**config.mk**
```make
export PLATFORM = sky130hd
export DESIGN_NAME = safe_pin_manager
export DESIGN_NICKNAME = d
export VERILOG_FILES = /design/src/rtl/safe_pin_manager.sv
export SDC_FILE = /design/constraint.sdc
export NUM_CORES = 1
export LEC_CHECK = 0
export BUFFER_PORTS_ARGS = -buffer_cell sky130_fd_sc_hd__buf_2
export CAP_MARGIN = 20
export CORE_MARGIN = 2
export CORE_UTILIZATION = 35
export CTS_BUF_LIST = sky130_fd_sc_hd__clkbuf_4
export DETAILED_ROUTE_END_ITERATION = 12
export GPL_TIMING_DRIVEN = 1
export SETUP_SLACK_MARGIN = 0.1
export SLEW_MARGIN = 10
export SYNTH_ARGS = -nofsm -noshare
export SYNTH_HDL_FRONTEND = slang
export SYNTH_SLANG_ARGS = --single-unit
```
**constraint.sdc**
```tcl
create_clock -name clock -period 1.75 [get_ports clock]
set_clock_uncertainty 0.2 [all_clocks]
set_input_delay 0.2625 -clock clock [delete_from_list [all_inputs] [get_ports clock]]
set_output_delay 0.2625 -clock clock [all_outputs]
set_load 0.05 [all_outputs]
```
**src/rtl/safe_pin_manager.sv**
```systemverilog
// safe_pin_manager: tick-qualified PIN change sequencer (enter, confirm, commit).
// Ports: clock/reset (sync, active-high); tick (1 Hz enable); unlocked (change allowed);
//        change_n/save_n (active-low buttons); switches (digit); pin (stored PIN);
//        busy/phase/cursor (sequencer status); done/fail/digit_err (one-clock pulses).
module safe_pin_manager #(
    parameter logic [15:0] DEFAULT_PIN   = 16'h4321,
    parameter int          TIMEOUT_TICKS = 15
) (
    input  logic        clock,
    input  logic        reset,
    input  logic        tick,
    input  logic        unlocked,
    input  logic        change_n,
    input  logic        save_n,
    input  logic [3:0]  switches,
    output logic [15:0] pin,
    output logic        busy,
    output logic [1:0]  phase,
    output logic [1:0]  cursor,
    output logic        done,
    output logic        fail,
    output logic        digit_err
);
    localparam int CW = $clog2(TIMEOUT_TICKS + 1);
    typedef enum logic [1:0] {IDLE, ENTER, CONFIRM, RESULT} state_t;
    state_t        state_q;
    logic [15:0]   pin_q, new_q;
    logic [1:0]    cur_q;
    logic [CW-1:0] cnt_q;
    logic          mis_q, chg_prev_q, sav_prev_q, done_q, fail_q, derr_q;
    logic          chg_press, sav_press, valid, tmo;
    // a press is a released sample followed by a pressed sample on consecutive ticks
    assign chg_press = tick & chg_prev_q & ~change_n;
    assign sav_press = tick & sav_prev_q & ~save_n;
    assign valid     = switches <= 4'd9;
    // this tick would be the TIMEOUT_TICKS-th idle tick
    assign tmo       = cnt_q == CW'(TIMEOUT_TICKS - 1);
    always_ff @(posedge clock) begin
        if (reset) begin
            state_q    <= IDLE;
            pin_q      <= DEFAULT_PIN;
            new_q      <= '0;
            cur_q      <= '0;
            cnt_q      <= '0;
            mis_q      <= 1'b0;
            chg_prev_q <= 1'b1;
            sav_prev_q <= 1'b1;
            done_q     <= 1'b0;
            fail_q     <= 1'b0;
            derr_q     <= 1'b0;
        end else begin
            done_q <= 1'b0;
            fail_q <= 1'b0;
            derr_q <= 1'b0;
            if (tick) begin
                chg_prev_q <= change_n;
                sav_prev_q <= save_n;
                if (state_q == IDLE) begin
                    if (chg_press && unlocked) begin
                        state_q <= ENTER;
                        cur_q   <= '0;
                        cnt_q   <= '0;
                        mis_q   <= 1'b0;
                    end
                end else if (state_q == RESULT && !chg_press) begin
                    if (!mis_q) pin_q <= new_q;
                    done_q  <= !mis_q;
                    fail_q  <= mis_q;
                    state_q <= IDLE;
                    cur_q   <= '0;
                    mis_q   <= 1'b0;
                end else if (state_q != RESULT && !unlocked) begin
                    // losing unlock beats any save on the same tick
                    fail_q  <= 1'b1;
                    state_q <= IDLE;
                    cur_q   <= '0;
                    cnt_q   <= '0;
                    mis_q   <= 1'b0;
                end else if (chg_press) begin
                    state_q <= ENTER;
                    cur_q   <= '0;
                    cnt_q   <= '0;
                    mis_q   <= 1'b0;
                end else if (sav_press) begin
                    cnt_q <= '0;
                    if (!valid) derr_q <= 1'b1;
                    else begin
                        if (state_q == ENTER) new_q[{cur_q, 2'b00} +: 4] <= switches;
                        else if (switches != new_q[{cur_q, 2'b00} +: 4]) mis_q <= 1'b1;
                        cur_q <= cur_q + 2'd1;
                        if (cur_q == 2'd3) state_q <= (state_q == ENTER) ? CONFIRM : RESULT;
                    end
                end else if (tmo) begin
                    fail_q  <= 1'b1;
                    state_q <= IDLE;
                    cur_q   <= '0;
                    cnt_q   <= '0;
                    mis_q   <= 1'b0;
                end else cnt_q <= cnt_q + 1'b1;
            end
        end
    end
    assign pin       = pin_q;
    assign busy      = state_q != IDLE;
    assign phase     = state_q;
    assign cursor    = cur_q;
    assign done      = done_q;
    assign fail      = fail_q;
    assign digit_err = derr_q;
endmodule

```
Yosys cells after proc, flatten, opt, wreduce, memory -nomap -nowiden
Cells that the tools add are included.

cells by class
  bitwise gates (word level) = 13
  muxes and demuxes = 41
  $lt $le $gt $ge = 1
  reduce and logical (&&, ||, !) cells = 18
  eq/ne operators = 12
  add/sub/neg operators = 3
  shift-type cells = 3

operators by type and width
  operator                                                                 count
  2-bit two-way mux                                                        16
  4-bit two-way mux                                                        7
  6-bit by 2-bit inequality test with 1-bit output, second input constant  3
  1-bit two-way mux                                                        17
  16-bit bitwise mux                                                       1
  4-bit by 6-bit variable shift with 16-bit output, first input constant   1
  16-bit by 5-bit variable part select with 4-bit output                   1
  4-bit by 6-bit variable part select with 16-bit output                   1
  1-bit NOT                                                                9
  4-bit AND reduction                                                      2
  8-bit AND reduction                                                      1
  7-bit OR reduction                                                       1
  6-bit inequality test, second input constant                             1
  4-bit negator with 6-bit output                                          1
  6-bit AND reduction                                                      1
  6-bit nonzero test                                                       1
  5-bit AND reduction                                                      1
  4-bit by 1-bit adder with 4-bit output, second input constant            1
  1-bit AND                                                                4
  2-bit == test, second input constant                                     2
  4-bit == test, second input constant                                     1
  4-bit <= comparator, second input constant                               1
  2-bit inequality test, second input constant                             2
  4-bit inequality test                                                    1
  other kinds (10)                                                         14

storage, ports and cells
  output and inout port bits = 24
  register bits = 46
  word-level logic and storage cells = 102

Longest topological paths before layout
  depth in word-level cells = 10
  mapped depth = 8
  depth with buffers taken out = 7

Worst setup path after synthesis
No wires, ideal clock.

  path type = register to register
  from = register cur_q[0], in the netlist cursor[0]
  to = register new_q[0]
  stages on the path, launching flop included = 7
  arrival time = 2.006 ns
  path slack = -0.526 ns
  buffers on the path = 1
  data required time = 1.480 ns
  path through = dfxtp_1 buf_2 inv_1 ha_1 nor3b_1 nand3_1 a21oi_1

between the ends
  word-level cells in the longest chain between the ends = 3
  elaborated cells between the ends (all ways) = 4
  those cells by class = add/sub: 1; shift: 2; mux: 1

RTL lines
  what                                                                                                                               line  text
  start, declared                                                                                                                    28    logic [1:0] cur_q;
  start signal, assigned                                                                                                             90    cur_q <= cur_q + 2'd1;
  4-bit negator with 6-bit output (*)                                                                                                88    if (state_q == ENTER) new_q[{cur_q, 2'b00} +: 4] <= switches;
  4-bit by 6-bit variable part select with 16-bit output / 4-bit by 6-bit variable shift with 16-bit output (equally long branches)  88
  16-bit bitwise mux (*)                                                                                                             88
  end signal, assigned by index                                                                                                      88
  end, declared                                                                                                                      27    logic [15:0] pin_q, new_q;

Mark *: on every way between the ends. The rest lies on a longest branch, timed or not.
A chain may end at the register's enable or synchronous reset.

Final worst setup path
  from = register state_q[1], in the netlist phase[1]
  to = register mis_q

between the ends
  word-level cells in the longest chain between the ends = 5
  elaborated cells between the ends (all ways) = 15
  those cells by class = eq/ne: 7; mux: 3; reduce/logical: 5

RTL lines
  what                                                                                                      line  text
  start, declared                                                                                           26    state_t state_q;
  start signal, assigned                                                                                    91    if (cur_q == 2'd3) state_q <= (state_q == ENTER) ? CONFIRM : RESULT;
  parallel branches: the longest is 5 deep, another holds 6-bit by 2-bit inequality test with 1-bit output  n/a
  end signal, assigned                                                                                      63    mis_q <= 1'b0;
  end signal, assigned                                                                                      71    mis_q <= 1'b0;
  end signal, assigned                                                                                      78    mis_q <= 1'b0;
  end, declared                                                                                             30    logic mis_q, chg_prev_q, sav_prev_q, done_q, fail_q, derr_q;

Parallel ways; which one is timed is not known.

==> metrics.csv <==
metric,value,unit
tritoncts.num_buffers,5,
place_hpwl,3800,µm
syn_nets,274,
postRouteAntennaNets,0,
synthCells,256,
cts_tree,yes,
fin_crit_sh,105,%
p_int,0.00169,W
synth_seq_area_share,42.7,%
leakagePower,1.24,nW
cp-startpoint,phase[1],
root_buffer,clkbuf_4,
die-area,0.00681,mm²
whs,0.0226,ns
postLayoutSetupSlackWorst,-0.0865,ns
wl_met1,2570,µm
met3_wirelength,262,µm
layout_min_cycle_time,1.84,ns
drc_errors,0,
reg2reg_from,phase[1],
nets,350,
grt_overflow_total,0,
hold_path_startpoint,switches[0],
clk_latency,0.35,ns
synth_enable_flop_cells,0,
clkTransAtPathRegs,0.14,ns
top_layer,met4,
diodes,0,
die_x,82.5,µm
status,finished with violations,
areaGrowthSynthToFinish,45.6,%
start_kind,flop,
core-area,0.00596,mm²
dr_wl_met2,2480,µm
start_util,36.2,%
setup_violations,14,
numPortBuffers,33,
required,1.84,ns
routabilityCongestion,0.849,
fin_util,52.8,%
hold_viol,0,
relSlewSlack,71.8,%
drtPass1Iterations,4,
syn_area,0.00216,mm²
synthArstFlopShare,0,%
avgRoutedWirePerCell,13.4,µm
antenna_found_initial,0,
worst_ep_arrival_time,1.93,ns
via_per_inst,5.05,
io_pins,34,
swShare,29.2,%
synth.area.top_cells,"dfxtp_1 43%, nand2_1 10%, a21oi_1 8.1%",
h-tree-depth,2,
cts.path.max_buffers,2,
ys_types,38,
fmax,545,MHz
post_synth.cell_area_avg,8.43,µm²
ys_warn_count,0,
yosys.area.top_type,dfxtp_1,
rsz0062_at_grt,true,
crit_fanout,6,
row_count,28,
vias,2059,
p_switching,0.000699,W
finalWirelength,5450,µm
crit_type,flop to flop,
grt_max_degree,34,
tightest_slew,0.420,ns
failed_checks,negative setup slack,
worst_setup_path_end_kind,flop,
die_h,82.5,µm
p_comb_share,26.2,%
drt_iter0_markers,107,
power_density,761,mW/mm²
worst_ir_drop_vdd,0.397,mV
hold_class,input pin to flop,
p_seq_share,46.2,%
cap_violations,0,
slew_violations,0,
grt_pass1_wl,8780,µm
clockPowerShare,27.6,%
clock-sinks,46,
ys.flop_type,dfxtp_1,
ys_seq_elements,46,
drive_above_1_share,44.4,%
track_usage,17.1,%
grt_pass1_vias,1908,
synth_top_area_share,42.7,%
cell usage in the layout, fill, tap and decap left out, drive strengths merged, types with 5 or more instances in the layout:
cell type  count
buf           78
and2           6
ha             8
xnor2          6
dfxtp         46
nand2         60
inv            5
nand3         24
a21oi         35
clkbuf         6
nor2          12
power by group through the flow:
stage / registers [W] / clock network, W / logic [W]
final: 0.00110 / 0.000661 / 0.000626
after CTS: 0.00110 / 0.000685 / 0.000576
after floorplan: 0.00116 / 0 / 0.000299
after global placement: 0.00113 / 0 / 0.000468
after detailed placement: 0.00113 / 0 / 0.000472
after global routing: 0.00111 / 0.000723 / 0.000668
cells by family after synthesis:
kind of cell / after synthesis / share of synthesized area [%]
AO/OA/AOI/OAI: 44 / 11.3
XOR/XNOR: 6 / 2.44
adder cells (fa/ha/maj): 9 / 5.16
buffers and inverters: 17 / 4.00
flip-flops: 46 / 42.7
multiplexers: 7 / 5.57
AND/OR/NAND/NOR: 127 / 28.9
layer usage:
metal,vias up,track usage (%)
li1,1042,-
met1,957,22.2
met2,50,26.2
met3,10,4.13
met4,0,8.85
met5,-,0
timing repair:
action                                  4_1_cts  5_1_grt
endpoints found under the setup margin       39       45
pin swaps                                    14       12
hold buffers                                  2        0
endpoints found under the hold margin         2        0
buffers inserted                             11        2
gates resized for setup                      38       21
final timing paths:
| path | to | cells past startpoint | slack (ns) |
|---|---|---|---|
| worst min register to register | pin[15] | 2 | 0.26 |
| worst min-delay path | new_q[12] | 3 | 0.02 |
| worst max-delay path | mis_q | 5 | -0.09 |
| worst max register to register | mis_q | 5 | -0.09 |
final cells by class:
type	instances	area (µm²)
Clock buffer	6	45.0
Clock inverter	2	36.3
Fill cell	572	2810
Inverter	6	26.3
Multi-Input combinational cell	193	1430
Sequential cell	46	938
Tap cell	75	93.8
Timing Repair Buffer	80	577
cell usage after synthesis, types with 4 or more instances:
master	n
nor2_1	12
mux4_2	4
and2_1	6
nand3_1	24
nor3_1	4
inv_1	5
dfxtp_1	46
xnor2_1	6
nand3b_1	4
nor3b_1	4
clkbuf_1	5
a21oi_1	35
nand2_1	60
ha_1	8
metrics by stage:
step	area, µm²	setup WS (ns)	TNS [ns]	power (W)	std cells
2_1_floorplan	2280	-0.142	-1.91	0.00146	256
3_3_place_gp	2710	-0.171	-2.98	0.00159	385
3_5_place_dp	2710	-0.187	-3.39	0.00160	385
4_1_cts	3060	-0.0639	-0.226	0.00236	406
5_1_grt	3140	-0.147	-2.19	0.00250	408
6_report	3140	-0.0865	-0.287	0.00239	408
state kept, by name (all words and copies together), names as in the netlist:
name / flops
new_q: 16
pin: 16
cnt_q: 4
cursor: 2
phase: 2
chg_prev_q: 1
digit_err: 1
done: 1
fail: 1
mis_q: 1
sav_prev_q: 1
critical path, cell delays in order (launching register included):
cell and delay (ns):
dfxtp_4 0.40, maj3_2 0.32, and4_4 0.21, or3_4 0.36
nand3b_1 0.17, a21oi_1 0.12
(Power assumes the default switching activity.)
